`src/rtl/coleta_votos.sv`:
```
// Vote collector: gathers one vote per voter for a session, closes when every voter
// has voted or the session timer expires, then holds the vote vector until acknowledged.
module coleta_votos #(
   parameter int unsigned TIMEOUT = 8
) (
   input  logic       clk,
   input  logic       rst,
   input  logic       inicio,
   input  logic [2:0] voto_valido,
   input  logic [2:0] voto_valor,
   input  logic       lido,
   output logic [2:0] V,
   output logic [2:0] votou,
   output logic       pronto,
   output logic [1:0] estado
);

   typedef enum logic [1:0] {
      OCIOSO  = 2'b00,
      VOTACAO = 2'b01,
      FECHADO = 2'b10
   } estado_t;

   localparam logic [7:0] CNT_MAX = 8'(TIMEOUT - 1);

   estado_t    estado_q;
   logic [7:0] cnt;
   logic [2:0] aceita;
   logic [2:0] votou_prox;
   logic [2:0] v_prox;

   // Only a voter's first strobe in a session is accepted.
   always_comb begin
      aceita     = voto_valido & ~votou;
      votou_prox = votou | aceita;
      v_prox     = (V & ~aceita) | (voto_valor & aceita);
   end

   always_ff @(posedge clk or posedge rst) begin
      if (rst) begin
         estado_q <= OCIOSO;
         V        <= 3'b000;
         votou    <= 3'b000;
         pronto   <= 1'b0;
         cnt      <= 8'd0;
      end else begin
         unique case (estado_q)
            OCIOSO: begin
               V      <= 3'b000;
               votou  <= 3'b000;
               pronto <= 1'b0;
               if (inicio) begin
                  estado_q <= VOTACAO;
                  cnt      <= 8'd0;
               end
            end
            VOTACAO: begin
               V     <= v_prox;
               votou <= votou_prox;
               cnt   <= cnt + 8'd1;
               if (votou_prox == 3'b111 || cnt == CNT_MAX) begin
                  estado_q <= FECHADO;
                  pronto   <= 1'b1;
               end
            end
            FECHADO: begin
               if (lido) begin
                  estado_q <= OCIOSO;
                  V        <= 3'b000;
                  votou    <= 3'b000;
                  pronto   <= 1'b0;
               end
            end
            default: begin
               estado_q <= OCIOSO;
               V        <= 3'b000;
               votou    <= 3'b000;
               pronto   <= 1'b0;
            end
         endcase
      end
   end

   assign estado = estado_q;

endmodule

```
`config.mk`:
```
export PLATFORM = sky130hd
export DESIGN_NAME = coleta_votos
export DESIGN_NICKNAME = d
export VERILOG_FILES = /design/src/rtl/coleta_votos.sv
export SDC_FILE = /design/constraint.sdc
export NUM_CORES = 1
export LEC_CHECK = 0
export BUFFER_PORTS_ARGS = -buffer_cell sky130_fd_sc_hd__buf_2
export CORE_MARGIN = 2
export CORE_UTILIZATION = 41
export CTS_BUF_LIST = sky130_fd_sc_hd__clkbuf_8
export DETAILED_ROUTE_END_ITERATION = 7
export SYNTH_ARGS = -nofsm -noshare
export SYNTH_HDL_FRONTEND = slang
export SYNTH_SLANG_ARGS = --single-unit
```
`constraint.sdc`:
```
create_clock -name clk -period 1.87 [get_ports clk]
set_input_delay 0.2805 -clock clk [delete_from_list [all_inputs] [get_ports clk]]
set_output_delay 0.2805 -clock clk [all_outputs]
set_load 0.02 [all_outputs]
```
==> run_results.csv, run 1 <==
group,metric,value,unit
yosys,ys_ff_latch,17,
clocking,clock-root-buffer,"clkbuf_8",
floorplanning,start_util,42.2,%
place,place_area,935,µm²
place,dp.cells,126,
detailed_routing,dr.pass1.iters,4,
finish,layout_common_cells,"18 x buf_2, 17 x dfrtp_1, 13 x nand2_1",
yosys,synth-seq-area-share,52.5,%
clocking,cts.htree.levels,1,
detailed_routing,initialDrtViolationCount,29,
floorplanning,die_y,48.5,µm
status,status,"complete, no violations",
finish,multi_input_area,363,µm²
place,dp_hpwl,1270,µm
worst_setup_path,rr_endpoint,"estado[1]",
sta,setup_viol,0,
worst_hold_path,holdCritPathClass,"in2async",
yosys,synth_edf_count,0,
floorplanning,dieArea,2350,µm²
detailed_routing,via_per_inst,5.32,
worst_setup_path,endpoint_kind,"flop",
worst_setup_path,arrival,1.59,ns
finish,fin_area,980,µm²
sta,max-slew-margin-rel,57.9,%
worst_setup_path,reg2reg_slack,0.48,ns
yosys,synthFlopType,"dfrtp_1",
clocking,cts_sinks,17,
sta,worst_pin_slew,0.631,ns
power_and_ir_drop,powerDensity,1500,nW/µm²
floorplanning,rows,16,
finish,area_delta_synth_final,20.8,%
sta,hold_ws,0.105,ns
place,io_buffers,18,
clocking,clockBufferDepth,2,
yosys,synth_area,811,µm²
clocking,ctsResizeCount,0,
detailed_routing,drc_errors,0,
finish,fillCellCount,200,
worst_setup_path,r2r_cells,4,
global_routing,grtUsageTotal,16.9,%
yosys,synth.area.top_cells,"dfrtp_1 52%, nand2_1 6.0%, a22o_1 5.4%",
run,max-cap-violations,0,
sta,clock_skew,0.00412,ns
floorplanning,num_io_pins,19,
clocking,ctsHoldBuffers,0,
clocking,worst_skew_pair.late_latency,0.25,ns
global_routing,grt_pass1_wl,3060,µm
sta,period_minus_slack,1.39,ns
detailed_routing,num_vias,691,
floorplanning,core_area,1920,µm²
detailed_routing,ant_nets,0,
worst_setup_path,start_kind,"flop",
place,routabilityCongestion,0.846,
yosys,async_flop_share,100,%
global_routing,grt_max_degree,18,
global_routing,grt_pass1_vias,654,
sta,slew_viol_final,0,
yosys,synth.avg_cell_area,10.0,µm²
worst_setup_path,cp-startpoint,"cnt[3]",
yosys,synth_nets,92,
power_and_ir_drop,vdd_drop_max,810,µV
clocking,cts_buffers,3,
yosys,yosys_warnings,0,
finish,nNetsFinal,115,
finish,mostFrequentLayoutCell,"buf_2",
worst_setup_path,crit_required,2.06,ns
sta,tns,0,ns
yosys,syn_inst,81,
sta,hold_viol,0,
yosys,yosys.area.top_type,"dfrtp_1",
worst_setup_path,r2r_start,"cnt[3]",
worst_setup_path,path_class,"reg2reg",
clocking,post_cts_buffers,0,
detailed_routing,wl_per_cell,13.4,µm
sta,fmax,718,MHz
clocking,clk_pin_slew,0.07,ns
detailed_routing,drt-total-wl,1750,µm
yosys,synth.top_cell.area_share,52.5,%
finish,finalNonFillerCells,130,
floorplanning,die_w,48.5,µm
power_and_ir_drop,p_leak,0.509,nW
global_routing,grt-ovfl-total,0,
power_and_ir_drop,power,0.00146,W
sta,rsz0062_at_grt,"false",
global_routing,antenna_found_initial,0,
finish,drive_above_1_share,25.2,%
sta,min_period_over_period,74.5,%
finish,seqCellArea,425,µm²
worst_setup_path,crit_path_max_fanout,7,
yosys,synth_cell_types,28,
clocking,cts_tree,"built",
finish,diodes,0,
[report_power, final]
group	switching (W)	leakage (nW)	internal, W
Clock	0.000120	0.0269	0.000146
Sequential	0.000130	0.226	0.000481
Combinational	0.000365	0.256	0.000223
[synth_stat cells, types with 2 or more instances]
| library cell | number |
|---|---|
| nor2_1 | 3 |
| a22o_1 | 5 |
| nand4_1 | 4 |
| o211ai_1 | 2 |
| nand2_1 | 13 |
| a21oi_1 | 3 |
| dfrtp_1 | 17 |
| o21ai_0 | 5 |
| o31ai_1 | 3 |
| nor3_1 | 3 |
| inv_1 | 4 |
| nand3_1 | 3 |
[layer usage]
layer | GRT usage, % | part of all wire (%)
met4 | 4.29 | 0.63
met3 | 5.56 | 6.5
met2 | 25.5 | 46
met1 | 23.6 | 47
met5 | 0 | 0
[state kept, by name, summed over array words and instances (netlist names)]
register  cells
V             3
cnt           8
estado        2
pronto        1
votou         3
[final cells by class]
class | count | share of cell area (%)
well taps | 27 | 3.45
multi-input cells | 59 | 37.0
inverters | 4 | 1.53
repair buffers | 19 | 9.96
flip-flops and latches | 17 | 43.4
clock buffers | 3 | 4.21
clock inverters | 1 | 0.383
[critical path, cell delays in order, from the launching register on]
cell	delay, ns
dfrtp_1	0.45
or4_1	0.56
nor3_2	0.16
o21ai_1	0.10
nand2_1	0.07
[stage by stage]
stage / utilization (%) / setup slack, ns
global route: 51.0 / 0.396
global placement: 48.6 / 0.527
detailed placement: 48.6 / 0.475
CTS: 51.0 / 0.472
finish: 51.0 / 0.478
floorplan: - / 0.494
[how the worst max path moves through the flow]
stage                      endpoint  slack [ns]  depth (start not counted)
after floorplan              cnt[7]        0.49                          5
after global placement    estado[1]        0.53                          4
after detailed placement  estado[0]        0.47                          3
after CTS                 estado[0]        0.47                          3
after global routing      estado[1]        0.40                          4
final                     estado[1]        0.48                          4
[kinds of logic after synthesis]
kind of cell / Yosys count / share of synthesized area, %
AOI/OAI and AO/OA: 24 / 20.5
adders and majority gates: 1 / 1.54
buffers and inverters: 5 / 2.78
muxes: 1 / 1.23
and+or+nand+nor: 33 / 21.5
DFF: 17 / 52.5
Power figures use the tool's default switching activity.
==> inputs of run 2 (changes only) <==
clock period = 1.5 ns   (was 1.87 ns; I/O delays follow)
==> run_results.csv, run 2 (synthesis results as in run 1) <==
group,metric,value,unit
sta,slew_viol_final,0,
floorplanning,core_area,1920,µm²
global_routing,grtUsageMet1,26.5,%
clocking,clockBufferDepth,2,
clocking,worst_skew_pair.late_latency,0.25,ns
worst_setup_path,path_class,"reg2reg",
floorplanning,num_io_pins,19,
finish,nNetsFinal,119,
place,io_buffers,18,
floorplanning,die_w,48.5,µm
power_and_ir_drop,vdd_drop_max,1000,µV
sta,clock_skew,0.00269,ns
worst_setup_path,slowest_delay,0.54,ns
sta,worst_slack,0.136,ns
worst_setup_path,crit_chain,"or4_1, nor3_2, o21ai_1, nand2_1",
worst_setup_path,slowest_stage,"or4_1",
sta,fmax,733,MHz
global_routing,grt_pass1_vias,654,
clocking,clk_pin_slew,0.07,ns
global_routing,grt_pass1_wl,3130,µm
finish,top_regs,"cnt (8), V (3), votou (3)",
sta,min_period_over_period,90.9,%
finish,fillCellCount,198,
floorplanning,start_util,42.2,%
detailed_routing,dr.pass1.iters,4,
clocking,clock-root-buffer,"clkbuf_8",
detailed_routing,ant_nets,0,
floorplanning,die_y,48.5,µm
place,place_ws,0.144,ns
sta,max-slew-margin-rel,69.8,%
global_routing,antenna_found_initial,0,
finish,max_flop_register,"cnt",
clocking,post_cts_buffers,0,
detailed_routing,num_vias,695,
finish,area_delta_synth_final,25.0,%
run,max-cap-violations,0,
worst_setup_path,endpoint_kind,"flop",
global_routing,gr-max-usage-layer,"met1",
worst_setup_path,crit_required,1.69,ns
global_routing,globalRouteMet3Util,3.09,%
power_and_ir_drop,powerDensity,1850,nW/µm²
sta,worst_pin_slew,0.452,ns
detailed_routing,drc_errors,0,
finish,diodes,0,
place,routabilityCongestion,0.844,
sta,hold_viol,0,
sta,rsz0062_at_grt,"false",
finish,mostFrequentLayoutCell,"buf_2",
sta,period_minus_slack,1.36,ns
sta,setup_viol,0,
finish,drive_above_1_share,28.0,%
global_routing,grt-ovfl-total,0,
worst_setup_path,crit_path_max_fanout,6,
clocking,ctsResizeCount,0,
detailed_routing,initialDrtViolationCount,11,
clocking,cts_sinks,17,
global_routing,grt_use_met2,24.3,%
floorplanning,rows,16,
global_routing,grtUsageTotal,17.2,%
worst_hold_path,holdCritPathClass,"in2reg",
worst_setup_path,path_buf_inv,0,
sta,tns,0,ns
place,dp_hpwl,1260,µm
floorplanning,dieArea,2350,µm²
worst_setup_path,arrival,1.55,ns
detailed_routing,via_per_inst,5.19,
finish,layout_common_cells,"18 x buf_2, 17 x dfrtp_1, 13 x nand2_1, 5 x a22o_1, 5 x o21ai_0",
status,status,"complete, no violations",
global_routing,grt_max_degree,18,
clocking,cts.htree.levels,1,
clocking,ctsHoldBuffers,1,
clocking,cts_tree,"built",
worst_setup_path,critPathTopFamily,"simple AND/OR/NAND/NOR gates",
clocking,cts_buffers,3,
detailed_routing,drt-total-wl,1780,µm
power_and_ir_drop,p_leak,0.526,nW
detailed_routing,wl_per_cell,13.2,µm
finish,largest_reg_flops,8,
worst_setup_path,start_kind,"flop",
[run 2: cell count changes in the layout (fill, tap and decap cells not counted)]
cell and delta:
buf_4 +3, inv_1 -1, clkinv_2 +1, dlygate4sd3_1 +1
[run 2: worst paths after layout]
| check | to | slack [ns] | from | depth (start not counted) |
|---|---|---|---|---|
| max in group asynchronous | cnt[7] | 0.79 | rst | 4 |
| worst min register to register | pronto | 0.50 | pronto | 2 |
| worst max-delay path | pronto | 0.14 | cnt[4] | 4 |
| worst max register to register | pronto | 0.14 | cnt[4] | 4 |
| worst min-delay path | V[2] | 0.23 | voto_valor[2] | 3 |
| min in group asynchronous | estado[0] | 0.52 | rst | 4 |
[run 2: cell type report]
| class | count | area, µm² | area share (%) |
|---|---|---|---|
| Clock buffer | 3 | 41.3 | 4.07 |
| Tap cell | 27 | 33.8 | 3.33 |
| Sequential cell | 17 | 425 | 42.0 |
| Timing Repair Buffer | 23 | 130 | 12.8 |
| Clock inverter | 1 | 5.00 | 0.494 |
| Multi-Input combinational cell | 59 | 363 | 35.8 |
| Inverter | 4 | 15.0 | 1.48 |
[run 2: metal layers]
layer | up-vias | share of wire (%) | wire (µm)
met5 | - | 0 | 0
met4 | 0 | 0.73 | 13
met3 | 2 | 3.4 | 61
met2 | 14 | 43 | 768
met1 | 324 | 52 | 931
li1 | 355 | - | -
[run 2: where the power goes]
part           switching [W]  internal, W  total [W]
clock               0.000162     0.000184   0.000346
combinational       0.000470     0.000311   0.000781
sequential          0.000149     0.000600   0.000749
total               0.000782      0.00109    0.00188
[run 2: metrics by stage]
stage                     cells  util [%]  total power, W  area [µm²]  hold slack [ns]
final                       134      52.7         0.00188        1010            0.225
after global routing        134      52.7         0.00203        1010            0.241
after CTS                   134      52.7         0.00189        1010            0.223
after detailed placement    129      49.8         0.00154         957            0.252
after global placement      129      49.8         0.00153         957            0.247
after floorplan              81         -         0.00126         811            0.151
[run 2: worst register-to-register path: cells and delay by family, from the launching register on]
family	cells	cell delay [ns]
and+or+nand+nor	3	0.78
DFF	1	0.43
AOI/OAI and AO/OA	1	0.10
==> inputs of run 3 (changes only) <==
--- a/config.mk
+++ b/config.mk
@@ -7,2 +7,3 @@
 export LEC_CHECK = 0
+export ABC_AREA = 1
 export BUFFER_PORTS_ARGS = -buffer_cell sky130_fd_sc_hd__buf_2
--- a/constraint.sdc
+++ b/constraint.sdc
@@ -3,2 +3,2 @@
 set_output_delay 0.225 -clock clk [all_outputs]
-set_load 0.02 [all_outputs]
+set_load 0.1 [all_outputs]
==> run_results.csv, run 3 <==
group,metric,value,unit
status,status,"complete, no violations",
run,max-cap-violations,0,
floorplanning,dieArea,2490,µm²
global_routing,grt-ovfl-total,0,
clocking,cts_sinks,17,
yosys,syn_inst,107,
detailed_routing,wl_per_cell,11.0,µm
worst_hold_path,holdCritPathClass,"in2reg",
finish,fin_area,1060,µm²
place,io_buffers,18,
finish,drive_above_1_share,29.8,%
sta,slew_viol_final,0,
global_routing,grtUsageTotal,16.4,%
place,place_area,1000,µm²
worst_setup_path,path_class,"reg2out",
finish,top_regs,"cnt (8), V (3), votou (3)",
power_and_ir_drop,p_leak,0.544,nW
clocking,cts.htree.levels,1,
clocking,ctsResizeCount,0,
worst_setup_path,slowest_stage,"buf_2",
global_routing,grt_pass1_vias,705,
clocking,cts_buffers,3,
clocking,ctsHoldBuffers,1,
global_routing,grt_max_degree,18,
finish,mostFrequentLayoutCell,"nand2_1",
yosys,ys_ff_latch,17,
sta,min_period_over_period,87.6,%
worst_setup_path,r2r_start,"cnt[0]",
yosys,synthFlopType,"dfrtp_1",
worst_setup_path,endpoint_kind,"output port",
power_and_ir_drop,sw_frac_of_total,57.1,%
yosys,synth.avg_cell_area,8.07,µm²
power_and_ir_drop,p_seq_share,30.1,%
clocking,clockBufferDepth,2,
yosys,yosys_warnings,0,
sta,rsz0062_at_grt,"false",
worst_setup_path,path_buf_inv,1,
global_routing,antenna_found_initial,0,
yosys,synth_edf_count,0,
power_and_ir_drop,power.switching,0.00140,W
detailed_routing,drc_errors,0,
worst_setup_path,r2r_cells,8,
power_and_ir_drop,clkPwrFrac,13.9,%
yosys,synth_nets,118,
detailed_routing,initialDrtViolationCount,4,
worst_setup_path,crit_path_max_fanout,4,
detailed_routing,num_vias,765,
worst_setup_path,critPathTopFamily,"buffers and inverters",
sta,tns,0,ns
worst_hold_path,hold_depth,4,
worst_setup_path,arrival,1.09,ns
worst_setup_path,slowest_delay,0.44,ns
clocking,worst_skew_pair.late_latency,0.25,ns
power_and_ir_drop,comb_power_share,56.0,%
finish,layout_common_cells,"30 x nand2_1, 18 x buf_2, 15 x inv_1, 12 x dfrtp_1, 6 x o21ai_1",
yosys,yosys-top-cells-count,"30 x nand2_1, 17 x dfrtp_1, 15 x inv_1",
worst_setup_path,start_kind,"flop",
detailed_routing,ant_nets,0,
finish,nNetsFinal,143,
yosys,yosysMostFrequentCell,"nand2_1",
power_and_ir_drop,powerDensity,2320,nW/µm²
sta,setup_viol,0,
yosys,async_flop_share,100,%
sta,fmax,761,MHz
global_routing,grt_pass1_wl,3040,µm
worst_setup_path,worst-path-stages,1,
sta,max-slew-margin-rel,67.9,%
finish,largest_reg_flops,8,
yosys,synth_cell_types,22,
worst_setup_path,cp-startpoint,"estado[0]",
floorplanning,num_io_pins,19,
floorplanning,start_util,43.6,%
power_and_ir_drop,p_int,0.00105,W
place,dp_hpwl,1370,µm
clocking,cts_tree,"built",
sta,period_minus_slack,1.31,ns
place,routabilityCongestion,0.794,
yosys,yosys.area.top_type,"dfrtp_1",
floorplanning,die_w,49.9,µm
yosys,synth.top_cell.area_share,49.3,%
finish,diodes,0,
clocking,clock-root-buffer,"clkbuf_8",
power_and_ir_drop,vdd_drop_max,1440,µV
worst_setup_path,crit_required,1.27,ns
finish,max_flop_register,"cnt",
floorplanning,core_area,1980,µm²
place,place_ws,0.274,ns
sta,clock_skew,0.00146,ns
worst_hold_path,hold_path.startpoint,"lido",
clocking,clk_pin_slew,0.06,ns
detailed_routing,drt-total-wl,1740,µm
sta,worst_slack,0.187,ns
yosys,synth-seq-area-share,49.3,%
floorplanning,die_y,49.9,µm
sta,worst_pin_slew,0.485,ns
sta,hold_viol,0,
floorplanning,rows,16,
finish,area_delta_synth_final,22.5,%
worst_setup_path,crit_chain,"buf_2",
yosys,synth_area,863,µm²
clocking,post_cts_buffers,0,
yosys,synth.area.top_cells,"dfrtp_1 49%, nand2_1 13%, inv_1 6.5%",
detailed_routing,dr.pass1.iters,4,
detailed_routing,via_per_inst,4.84,
==> run 3: path summary, 6_finish.rpt <==
kind | slack (ns) | to
hold reg to reg | 0.47 | pronto
max in group asynchronous | 0.78 | estado[1]
setup reg to reg | 0.26 | pronto
setup / recovery | 0.19 | estado[0]
hold / removal | 0.27 | V[0]
min in group asynchronous | 0.52 | V[2]
==> run 3: cell type report <==
| class | instances | area (µm²) |
|---|---|---|
| inverters | 19 | 71.3 |
| flip-flops and latches | 17 | 432 |
| fillers | 190 | 925 |
| clock inverters | 1 | 5.00 |
| multi-input cells | 70 | 359 |
| well taps | 27 | 33.8 |
| repair buffers | 21 | 115 |
| clock buffers | 3 | 41.3 |
==> run 3: per-stage QoR <==
stage,util (%),hold WS [ns],total power (W),instances
floorplan,-,0.151,0.00188,107
detailed placement,50.5,0.252,0.00213,153
global route,53.3,0.296,0.00260,158
global placement,50.5,0.245,0.00211,153
CTS,53.3,0.271,0.00248,158
finish,53.3,0.274,0.00245,158
==> run 3: power by group through the flow <==
stage	Combinational, W	Sequential, W	Clock [W]
after floorplan	0.000419	0.00146	0
after global placement	0.00137	0.000739	0
after detailed placement	0.00138	0.000745	0
after CTS	0.00139	0.000741	0.000353
after global routing	0.00147	0.000764	0.000372
final	0.00137	0.000740	0.000340
==> run 3: cells by family (layout without fill, tap and decap cells) <==
| family | Yosys count | after routing | share of synthesized area (%) |
|---|---|---|---|
| fa+ha+maj | 1 | 1 | 1.45 |
| buf+inv | 20 | 44 | 9.13 |
| flops | 17 | 17 | 49.3 |
| simple gates | 48 | 48 | 26.4 |
| compound gates | 21 | 21 | 13.8 |
==> run 3: worst min-delay path: cells and delay by family <==
kind	cells	cell delay [ns]
AND/OR/NAND/NOR	2	0.12
buffers and inverters	1	0.09
AO/OA/AOI/OAI	1	0.05
==> run 3: layer usage <==
layer | global-route usage (%) | vias up | share of wire, %
met2 | 29.1 | 13 | 49
met5 | 0 | - | 0
met1 | 18.2 | 357 | 46
li1 | - | 391 | -
met4 | 5.56 | 0 | 1.3
met3 | 5.45 | 4 | 4.3
